===== config.mk =====
export PLATFORM = sky130hd
export DESIGN_NAME = spi_tx
export DESIGN_NICKNAME = d
export VERILOG_FILES = /design/src/rtl/spi_tx.sv
export SDC_FILE = /design/constraint.sdc
export NUM_CORES = 1
export LEC_CHECK = 0
export BUFFER_PORTS_ARGS = -buffer_cell sky130_fd_sc_hd__buf_2
export CAP_MARGIN = 20
export CORE_ASPECT_RATIO = 1.2
export CORE_MARGIN = 5
export CORE_UTILIZATION = 49
export CTS_CLUSTER_DIAMETER = 50
export CTS_CLUSTER_SIZE = 25
export DETAILED_ROUTE_END_ITERATION = 12
export GPL_ROUTABILITY_DRIVEN = 0
export PLACE_DENSITY = 0.68
export SYNTH_ARGS = -nofsm -noshare
export SYNTH_HDL_FRONTEND = slang
export SYNTH_SLANG_ARGS = --single-unit

===== constraint.sdc =====
create_clock -name clk -period 2.8 [get_ports clk]
set_input_delay 0.56 -clock clk [delete_from_list [all_inputs] [get_ports clk]]
set_output_delay 0.56 -clock clk [all_outputs]
set_load 0.01 [all_outputs]

===== src/rtl/spi_tx.sv =====
// Byte-to-serial transmitter: a small FIFO feeding an MSB-first shifter.
// Words go out back-to-back; bit_valid marks live bits on bit_out.
module spi_tx #(
  parameter int WIDTH = 8,
  parameter int DEPTH = 4
) (
  input  logic                       clk,
  input  logic                       rst_b,
  input  logic [WIDTH-1:0]           data_in,
  input  logic                       data_valid,
  output logic                       data_ready,
  input  logic                       flush,
  output logic                       bit_out,
  output logic                       bit_valid,
  output logic                       busy,
  output logic [$clog2(DEPTH+1)-1:0] level
);
  localparam int LW = $clog2(DEPTH+1);
  localparam int AW = $clog2(DEPTH);
  localparam int CW = $clog2(WIDTH);
  localparam logic [LW-1:0] FULL_LVL = LW'(DEPTH);
  localparam logic [CW-1:0] LAST_BIT = CW'(WIDTH-1);

  typedef enum logic {IDLE, SHIFT} state_t;

  state_t           r_state, w_state_nxt;
  logic [WIDTH-1:0] r_mem [DEPTH];
  logic [AW-1:0]    r_wptr, r_rptr;
  logic [LW-1:0]    r_level;
  logic [WIDTH-1:0] r_shift;
  logic [CW-1:0]    r_cnt;
  logic             r_bit_out, r_bit_valid;
  logic             w_push, w_pop, w_last;
  logic [WIDTH-1:0] w_head;

  // Full is judged on the registered level, so a same-cycle pop never frees a slot.
  assign data_ready = rst_b & ~flush & (r_level != FULL_LVL);
  assign w_push     = data_valid & data_ready;
  assign w_head     = r_mem[r_rptr];
  assign bit_out    = r_bit_out;
  assign bit_valid  = r_bit_valid;
  assign level      = r_level;
  assign busy       = (r_state == SHIFT) | (r_level != '0);

  always_comb begin
    w_state_nxt = r_state;
    w_pop       = 1'b0;
    w_last      = 1'b0;
    case (r_state)
      IDLE: begin
        if (r_level != '0) begin
          w_pop       = 1'b1;
          w_state_nxt = SHIFT;
        end
      end
      SHIFT: begin
        if (r_cnt == LAST_BIT) begin
          w_last = 1'b1;
          if (r_level != '0) w_pop       = 1'b1;
          else               w_state_nxt = IDLE;
        end
      end
      default: w_state_nxt = IDLE;
    endcase
  end

  always_ff @(posedge clk) begin
    if (!rst_b || flush) r_state <= IDLE;
    else                 r_state <= w_state_nxt;
  end

  // Storage needs no reset; w_push is already gated by reset and flush.
  always_ff @(posedge clk) begin
    if (w_push) r_mem[r_wptr] <= data_in;
  end

  always_ff @(posedge clk) begin
    if (!rst_b || flush) begin
      r_wptr      <= '0;
      r_rptr      <= '0;
      r_level     <= '0;
      r_shift     <= '0;
      r_cnt       <= '0;
      r_bit_out   <= 1'b0;
      r_bit_valid <= 1'b0;
    end else begin
      if (w_push) r_wptr <= r_wptr + 1'b1;
      if (w_pop)  r_rptr <= r_rptr + 1'b1;
      case ({w_push, w_pop})
        2'b10:   r_level <= r_level + 1'b1;
        2'b01:   r_level <= r_level - 1'b1;
        default: r_level <= r_level;
      endcase
      if (w_pop) begin
        r_shift     <= w_head;
        r_bit_out   <= w_head[WIDTH-1];
        r_bit_valid <= 1'b1;
        r_cnt       <= '0;
      end else if (w_last) begin
        r_bit_out   <= 1'b0;
        r_bit_valid <= 1'b0;
      end else if (r_state == SHIFT) begin
        r_shift   <= {r_shift[WIDTH-2:0], 1'b0};
        r_bit_out <= r_shift[WIDTH-2];
        r_cnt     <= r_cnt + 1'b1;
      end
    end
  end
endmodule

==> out/metrics.yaml, run 1 <==
outcome:
  outcome: "complete, no violations"
critical_path:
  reg2regPathDepth: 9
  worstPathArrival_ns: 2.55
  crit_slowest_cell: "dfxtp_1"
  crit_top_cell: "inv_1"
  cp.depth: 9
  path_cells: "or3b_1 > and3_1 > inv_1 > ha_1 > inv_1 > fa_1 > xor2_1 > or3_1 > a21oi_1"
  cpPeakStageDelay_ns: 0.41
  critPathBufInv: 2
  cp_top_family: "simple AND/OR/NAND/NOR gates"
  crit_type: "reg2reg"
  cp.required_ns: 3.03
  start_kind: "register"
  cp-end-kind: "register"
  cp_max_fo: 6
cells_and_area:
  final_nets: 203
  syn_to_final_growth_pct: 10.8
  n_antenna_cell: 0
  drive_gt1_share_pct: 20.7
  instances_no_fill: 240
placed_design:
  dpl.hpwl_um: 2590
  io_buffers: 18
  dp.cells: 232
synthesis:
  synth_simple_gate_area_share_pct: 8.94
  synthAdderAreaFrac_pct: 4.93
  synth_top_family_by_area: "multiplexers"
  ys_types: 28
  synth_cells: 163
  synthMuxAreaShare_pct: 9.86
  ys_seq_area_share_pct: 64.2
  ys_ff_latch: 54
  synthArstFlopShare_pct: 0
  synth_ff_type: "edfxtp_1"
  syn_avg_cell_area_um2: 13.4
  synth_edf_count: 32
  synth_top_area_share_pct: 44.0
  synth_top_area_cell: "edfxtp_1"
  synthTopCellsByArea: "edfxtp_1 44%, dfxtp_1 20%, mux4_2 8.3%, a21oi_1 5.0%, ha_1 4.0%"
  syn_area_um2: 2180
  synth-xor-area-share_pct: 0.802
  synth_nets: 183
  yosysWarnings: 0
  synth_compound_area_share_pct: 8.25
clocking:
  holdBufCountCts: 0
  clock_latency_ns: 0.30
  clockBufferDepth: 2
  cts.sinks: 54
  clk_transition_reported_paths_ns: 0.09
  cts.htree.levels: 2
  post-cts-setup-buffer-count: 0
  root_buffer: "clkbuf_8"
  cts_resized: 0
  cts_inserted_buffers: 5
  cts_tree: "built"
floorplan:
  rows: 26
  die_w_um: 70.9
  die_area_um2: 5900
  coreArea_um2: 4290
  ios: 19
  die_y_um: 83.1
  start_util_pct: 50.8
detailed_routing:
  ant_nets: 0
  post-route-drc-count: 0
  routedWlPerCell_um: 15.4
  drt_wl_total_um: 3690
  vias_per_cell: 5.37
  vias: 1289
  drt_first_iter_violations: 63
  dr.pass1.iters: 4
sta:
  setup_violations: 0
  clock-skew-final_ns: 0.00546
  slew_headroom_pct: 63.9
  rsz0062_at_grt: "false"
  slew_viol_final: 0
  finalSetupTns_ns: 0
  max_slew.worst_pin.slew_ns: 0.542
  period_needed_ns: 2.33
  fmax_ghz: 0.430
  post-route-period-util_pct: 83.1
  hold_viol: 0
global_routing:
  grt_max_degree: 17
  grt_first_pass_wirelength_um: 6160
  grt_pass1_vias: 1317
  overflow: 0
  grt.total_usage_pct: 13.6
  antenna_found_initial: 0
worst_hold_path:
  min_delay_path_depth: 1
  hold_class: "in2reg"
pwr:
  irDropWorstVdd_mv: 0.379
  p_leak_nw: 0.824
  power_density_nw_per_um2: 555
flow_run:
  cap_viol_max_count: 0
worst reg2reg max path: stages (launching register included):
cell and delay, ns:
dfxtp_1 0.41, or3b_1 0.38, and3_1 0.20, inv_1 0.05, ha_1 0.17, inv_1 0.06
fa_1 0.37, xor2_1 0.16, or3_1 0.30, a21oi_1 0.14
power breakdown:
part	internal, mW	switching (mW)	leakage, nW
sequential	0.851	0.00754	0.467
clock	0.171	0.235	0.0377
combinational	0.0323	0.0449	0.319
total	1.05	0.288	0.824
sequential cells by signal, summed over array words and instances, names as in the netlist, named ones only:
signal / cells
r_mem: 32
r_shift: 7
level: 3
r_cnt: 3
r_rptr: 2
r_wptr: 2
bit_out: 1
bit_valid: 1
r_state: 1
placed cells by master (no fill, tap or decap):
cell type / netlist / layout
a21oi_1: 22 / 22
a311oi_1: 1 / 1
a31oi_1: 1 / 1
and2_1: 5 / 5
and3_1: 1 / 1
buf_2: 2 / 18
buf_4: 1 / 4
clkbuf_8: 0 / 5
clkinv_1: 0 / 1
clkinvlp_2: 0 / 1
clkinvlp_4: 0 / 1
dfxtp_1: 22 / 22
edfxtp_1: 32 / 32
fa_1: 1 / 1
ha_1: 7 / 7
inv_1: 7 / 7
mux2_4: 1 / 1
mux2i_1: 2 / 2
mux4_2: 8 / 8
nand2_1: 10 / 10
nand2b_1: 4 / 4
nand3_1: 5 / 5
nor2_1: 5 / 5
nor2b_1: 2 / 2
nor3_1: 2 / 2
o21ai_0: 8 / 8
o31ai_1: 2 / 2
or3_1: 2 / 2
or3b_1: 1 / 1
or4_1: 1 / 1
xor2_1: 2 / 2
cells by family after synthesis:
| group | count (synthesis) |
|---|---|
| flops | 54 |
| simple gates | 38 |
| compound gates | 34 |
| buf+inv | 16 |
| mux | 11 |
| fa+ha+maj | 8 |
| xor+xnor | 2 |
through the flow:
step	hold WS, ns	utilization, %	worst slack, ns	instance area, um2	power, mW
global route	0.448	56.3	0.321	2420	1.40
global placement	0.460	54.3	0.517	2330	0.950
detailed placement	0.474	54.3	0.461	2330	0.955
finish	0.466	56.3	0.472	2420	1.34
floorplan	0.448	-	0.401	2180	0.925
CTS	0.458	56.3	0.466	2420	1.36
final cells by class:
type	instances	area [um2]
multi-input combinational	93	716
inverter	7	26.3
fill	378	1880
timing repair buffer	22	120
sequential	54	1400
clock inverter	3	16.3
tap	56	70.1
clock buffer	5	68.8
cells in the mapped netlist (all sizes together), types with 3 or more instances:
cell	instances
a21oi	22
and2	5
buf	3
clkbuf	6
dfxtp	22
edfxtp	32
ha	7
inv	7
mux4	8
nand2	10
nand2b	4
nand3	5
nor2	5
o21ai	8
layer usage:
| metal | routed length, um | vias up | GRT usage (%) | part of all wire [%] |
|---|---|---|---|---|
| met3 | 144 | 5 | 3.74 | 3.9 |
| met1 | 1580 | 629 | 16.0 | 43 |
| li1 | - | 631 | - | - |
| met5 | 0 | - | 0 | 0 |
| met4 | 66 | 0 | 5.64 | 1.8 |
| met2 | 1900 | 24 | 23.0 | 52 |
final timing paths:
path	startpoint	to	slack, ns
min	data_in[3]	r_mem[3][3]	0.47
min reg2reg	r_shift[6]	bit_out	0.48
max reg2reg	level[2]	level[2]	0.47
max	level[2]	level[2]	0.47
No activity file was read; power rests on OpenSTA's default activity.
==> inputs of run 2 (changes only) <==
clock period = 2.44 ns   (was 2.8 ns; I/O delays follow)
==> out/metrics.yaml, run 2 (synthesis results as in run 1) <==
outcome:
  outcome: "complete, no violations"
global_routing:
  antenna_found_initial: 0
  grt_pass1_vias: 1313
  grt_max_degree: 17
  grt.total_usage_pct: 13.4
  overflow: 0
  grt_first_pass_wirelength_um: 6090
placed_design:
  dpl.hpwl_um: 2600
  io_buffers: 18
clocking:
  cts_tree: "built"
  holdBufCountCts: 0
  clk_transition_reported_paths_ns: 0.09
  cts_inserted_buffers: 5
  cts.htree.levels: 2
  root_buffer: "clkbuf_8"
  clockBufferDepth: 2
  clock_latency_ns: 0.30
  cts.sinks: 54
detailed_routing:
  vias_per_cell: 5.36
  vias: 1297
  drt_wl_total_um: 3700
  drt_first_iter_violations: 83
  post-route-drc-count: 0
  ant_nets: 0
  routedWlPerCell_um: 15.3
  dr.pass1.iters: 4
critical_path:
  reg2reg_slack_ns: 0.07
  cp.required_ns: 2.66
  reg2regPathDepth: 9
  cpPeakStageDelay_ns: 0.39
  start_kind: "register"
  cp-end-kind: "register"
  path_cells: "or3b_4 > and3_4 > inv_1 > ha_2 > inv_1 > fa_1 > xor2_1 > or3_4 > a21oi_2"
  crit_type: "reg2reg"
  crit_top_cell: "inv_1"
  reg2reg_from: "level[0]"
  crit_slowest_cell: "or3b_4"
  timing.rr.end: "level[2]"
  cp_max_fo: 6
  worstPathArrival_ns: 2.59
cells_and_area:
  largest_reg_flops: 32
  n_antenna_cell: 0
  reg_top3: "r_mem: 32 flops, r_shift: 7 flops"
  drive_gt1_share_pct: 25.3
  final_nets: 205
  top_register: "r_mem"
  final_util_pct: 57.9
  syn_to_final_growth_pct: 13.8
  final_cell_mix: "32 x edfxtp_1, 21 x a21oi_1, 20 x dfxtp_1, 18 x buf_2, 10 x nand2_1"
  final_common_cell: "edfxtp_1"
sta:
  slew_headroom_pct: 61.9
  setup_violations: 0
  clock-skew-final_ns: 0.00462
  hold_viol: 0
  max_slew.worst_pin.slew_ns: 0.571
  post-route-period-util_pct: 97.1
  finalSetupTns_ns: 0
  period_needed_ns: 2.37
  fmax_ghz: 0.422
  holdWs_ns: 0.395
  slew_viol_final: 0
flow_run:
  cap_viol_max_count: 0
floorplan:
  rows: 26
  ios: 19
  start_util_pct: 50.8
  die_w_um: 70.9
  die_area_um2: 5900
  coreArea_um2: 4290
  die_y_um: 83.1
worst_hold_path:
  whs_endpoint: "r_mem[0][3]"
  hold_class: "in2reg"
  hp-start: "data_in[3]"
  min_delay_path_depth: 1
pwr:
  p_total_mw: 1.65
  power_density_nw_per_um2: 664
  p_leak_nw: 0.852
  irDropWorstVdd_mv: 0.454
[run 2: cell count changes in the layout (fill, tap and decap cells not counted), sizes merged]
cell	delta
bufinv	+1
clkinv	-1
clkinvlp	-1
buf	+2
clkbuf	+1
[run 2: critical path, delay by kind of cell, from the launching register on]
kind	cells	cell delay [ns]
xor gates and xnor gates	1	0.16
buffers and inverters	2	0.11
adders and majority gates	2	0.55
AOI/OAI and AO/OA	1	0.12
DFF	1	0.37
and+or+nand+nor	3	0.97
[run 2: timing repair]
action                                  CTS  global route
gates resized for setup                   0             9
endpoints found under the setup margin    0             1
buffers inserted                          0             2
endpoints found under the hold margin     0             0
[run 2: how the worst max path moves through the flow]
stage,slack [ns],endpoint,startpoint
6_report,0.07,level[2],level[0]
5_1_grt,-0.008,level[2],level[1]
4_1_cts,0.06,level[2],level[2]
3_5_place_dp,0.08,level[2],level[2]
3_3_place_gp,0.22,level[2],level[2]
2_1_floorplan,0.1,level[2],level[2]
[run 2: final cells by class]
| cell class | count | area [um2] |
|---|---|---|
| Multi-Input combinational cell | 93 | 734 |
| Fill cell | 361 | 1810 |
| Timing Repair Buffer | 24 | 135 |
| Clock buffer | 6 | 72.6 |
| Inverter | 7 | 26.3 |
| Clock inverter | 2 | 37.5 |
| Tap cell | 56 | 70.1 |
| Sequential cell | 54 | 1410 |
[run 2: where the power goes]
| part | internal (mW) | switching [mW] | leakage [nW] |
|---|---|---|---|
| registers | 0.975 | 0.00873 | 0.468 |
| logic | 0.0398 | 0.0533 | 0.332 |
| clock network | 0.306 | 0.269 | 0.0514 |
| total | 1.32 | 0.331 | 0.852 |
[run 2: per-layer routing]
| metal | track usage (%) | wire length, um | vias up |
|---|---|---|---|
| met3 | 4.23 | 164 | 5 |
| met4 | 5.64 | 74 | 0 |
| met1 | 14.8 | 1550 | 633 |
| li1 | - | - | 635 |
| met5 | 0 | 0 | - |
| met2 | 23.4 | 1920 | 24 |
[run 2: through the flow]
stage / setup slack (ns) / cell area (um2) / instances
6_report: 0.0696 / 2480 / 242
3_5_place_dp: 0.0832 / 2330 / 232
2_1_floorplan: 0.0958 / 2180 / 163
3_3_place_gp: 0.225 / 2330 / 232
5_1_grt: -0.00829 / 2480 / 242
4_1_cts: 0.0563 / 2440 / 240
==> inputs of run 3 (changes only) <==
ABC_AREA = 1   (was not set)
PLACE_DENSITY = 0.67   (was 0.68)
==> out/metrics.yaml, run 3 <==
synthesis:
  ys_seq_area_share_pct: 57.2
  yosysWarnings: 0
  syn_area_um2: 2450
  synthTopCellsByCount: "58 x inv_1, 54 x nand2_1, 32 x edfxtp_1"
  ys_ff_latch: 54
  synth_edf_count: 32
  synth_nets: 291
  synthTopCellsByArea: "edfxtp_1 39%, dfxtp_1 18%, inv_1 8.9%, nand2_1 8.3%, nand3_1 4.1%"
  synth_top_area_cell: "edfxtp_1"
  synth_ff_type: "edfxtp_1"
  synthArstFlopShare_pct: 0
  synth.most_common_cell: "inv_1"
  syn_avg_cell_area_um2: 9.04
  synth_cells: 271
  ys_types: 24
  synth_top_area_share_pct: 39.2
cells_and_area:
  largest_reg_flops: 32
  top_register: "r_mem"
  multiInputGateArea_um2: 759
  n_antenna_cell: 0
  final_util_pct: 54.8
  final_common_cell: "inv_1"
  nFillCells: 457
  syn_to_final_growth_pct: 9.81
  final_nets: 316
  drive_gt1_share_pct: 15.8
  regArea_um2: 1400
  reg_top3: "r_mem: 32 flops, r_shift: 7 flops"
  final_cell_mix: "58 x inv_1, 54 x nand2_1, 32 x edfxtp_1, 25 x nor2_1, 22 x dfxtp_1"
placed_design:
  io_buffers: 18
  pre_cts_slack_ns: 0.333
  dpl.hpwl_um: 2990
clocking:
  cts_tree: "built"
  cts_resized: 0
  clock_latency_ns: 0.30
  clk_transition_reported_paths_ns: 0.09
  cts.htree.levels: 2
  cts_inserted_buffers: 5
  root_buffer: "clkbuf_8"
  post-cts-setup-buffer-count: 0
  cts.sinks: 54
  holdBufCountCts: 0
  clockBufferDepth: 2
global_routing:
  grt_max_degree: 18
  overflow: 0
  grt.total_usage_pct: 14.4
  grt_pass1_vias: 1680
  antenna_found_initial: 0
  grt_first_pass_wirelength_um: 7150
outcome:
  outcome: "complete, no violations"
sta:
  rsz0062_at_grt: "false"
  setup_violations: 0
  holdWs_ns: 0.394
  slew_headroom_pct: 58.2
  hold_viol: 0
  fmax_ghz: 0.477
  finalSetupTns_ns: 0
  setup_slack_ns: 0.343
  slew_viol_final: 0
  period_needed_ns: 2.10
  clock-skew-final_ns: 0.00837
  post-route-period-util_pct: 86.0
  max_slew.worst_pin.slew_ns: 0.626
floorplan:
  die_area_um2: 6520
  rows: 28
  ios: 19
  coreArea_um2: 4900
  start_util_pct: 49.9
  die_w_um: 74.5
  die_y_um: 87.5
pwr:
  p_total_mw: 1.64
  p_leak_nw: 1.20
  irDropWorstVdd_mv: 0.447
  power_density_nw_per_um2: 610
critical_path:
  reg2reg_slack_ns: 0.34
  cp-end-kind: "register"
  cp.required_ns: 2.64
  path_cells: "ha_1 > ha_1 > inv_1 > nand2_2 > nand2_2 > inv_4 > ha_1 > inv_1 > fa_1 > nand2_1 > nand3_1 > o21ai_0 > a21oi_1"
  worstPathArrival_ns: 2.30
  start_kind: "register"
  cp_max_fo: 10
  crit_type: "reg2reg"
  critPathBufInv: 3
  cp_top_family: "adder cells"
  crit_slowest_cell: "fa_1"
  cpPeakStageDelay_ns: 0.38
  crit_top_cell: "ha_1"
detailed_routing:
  drt_wl_total_um: 4090
  dr.pass1.iters: 4
  ant_nets: 0
  drt_first_iter_violations: 50
  vias_per_cell: 4.73
  routedWlPerCell_um: 11.5
  post-route-drc-count: 0
  vias: 1690
worst_hold_path:
  hold_class: "in2reg"
flow_run:
  cap_viol_max_count: 0
-- run 3: path summary, 6_finish.rpt --
path,depth (start not counted),end,start
worst max register to register,13,level[2],r_cnt[0]
worst min register to register,2,r_cnt[1],r_cnt[1]
worst min-delay path,1,r_mem[3][2],data_in[2]
worst max-delay path,13,level[2],r_cnt[0]
-- run 3: final cells by class --
class	count	area share, %
Clock buffer	6	2.70
Clock inverter	2	0.326
Inverter	62	8.84
Multi-Input combinational cell	149	28.2
Sequential cell	54	52.1
Tap cell	60	2.79
Timing Repair Buffer	24	5.02
-- run 3: worst reg2reg max path, delay by kind of cell (launching register included) --
kind | cells | cell delay [ns]
and+or+nand+nor | 4 | 0.35
adders and majority gates | 4 | 0.85
AOI/OAI and AO/OA | 2 | 0.19
buffers and inverters | 3 | 0.24
DFF | 1 | 0.36
-- run 3: cells by family (layout without fill, tap and decap cells) --
| group | count (synthesis) | count (layout) | share of synthesized area (%) |
|---|---|---|---|
| buffers and inverters | 68 | 94 | 11.8 |
| and+or+nand+nor | 113 | 113 | 20.6 |
| AOI/OAI and AO/OA | 26 | 26 | 5.31 |
| DFF | 54 | 54 | 57.2 |
| adders and majority gates | 8 | 8 | 4.39 |
| xor gates and xnor gates | 2 | 2 | 0.715 |
-- run 3: per-stage QoR --
stage          area [um2]  instances
2_1_floorplan        2450        271
3_3_place_gp         2610        349
3_5_place_dp         2610        349
4_1_cts              2690        357
5_1_grt              2690        357
6_report             2690        357
-- run 3: where the power goes --
group / internal [mW] / switching, mW / total [mW]
combinational: 0.0591 / 0.113 / 0.173
clock: 0.198 / 0.274 / 0.472
sequential: 0.982 / 0.0150 / 0.997
total: 1.24 / 0.402 / 1.64
-- run 3: routing by layer --
metal / vias to the layer above / track usage (%) / part of all wire, %
met4: 0 / 6.15 / 1.5
li1: 885 / - / -
met3: 6 / 3.46 / 3.8
met5: - / 0 / 0
met2: 34 / 24.1 / 49
met1: 765 / 17.3 / 46
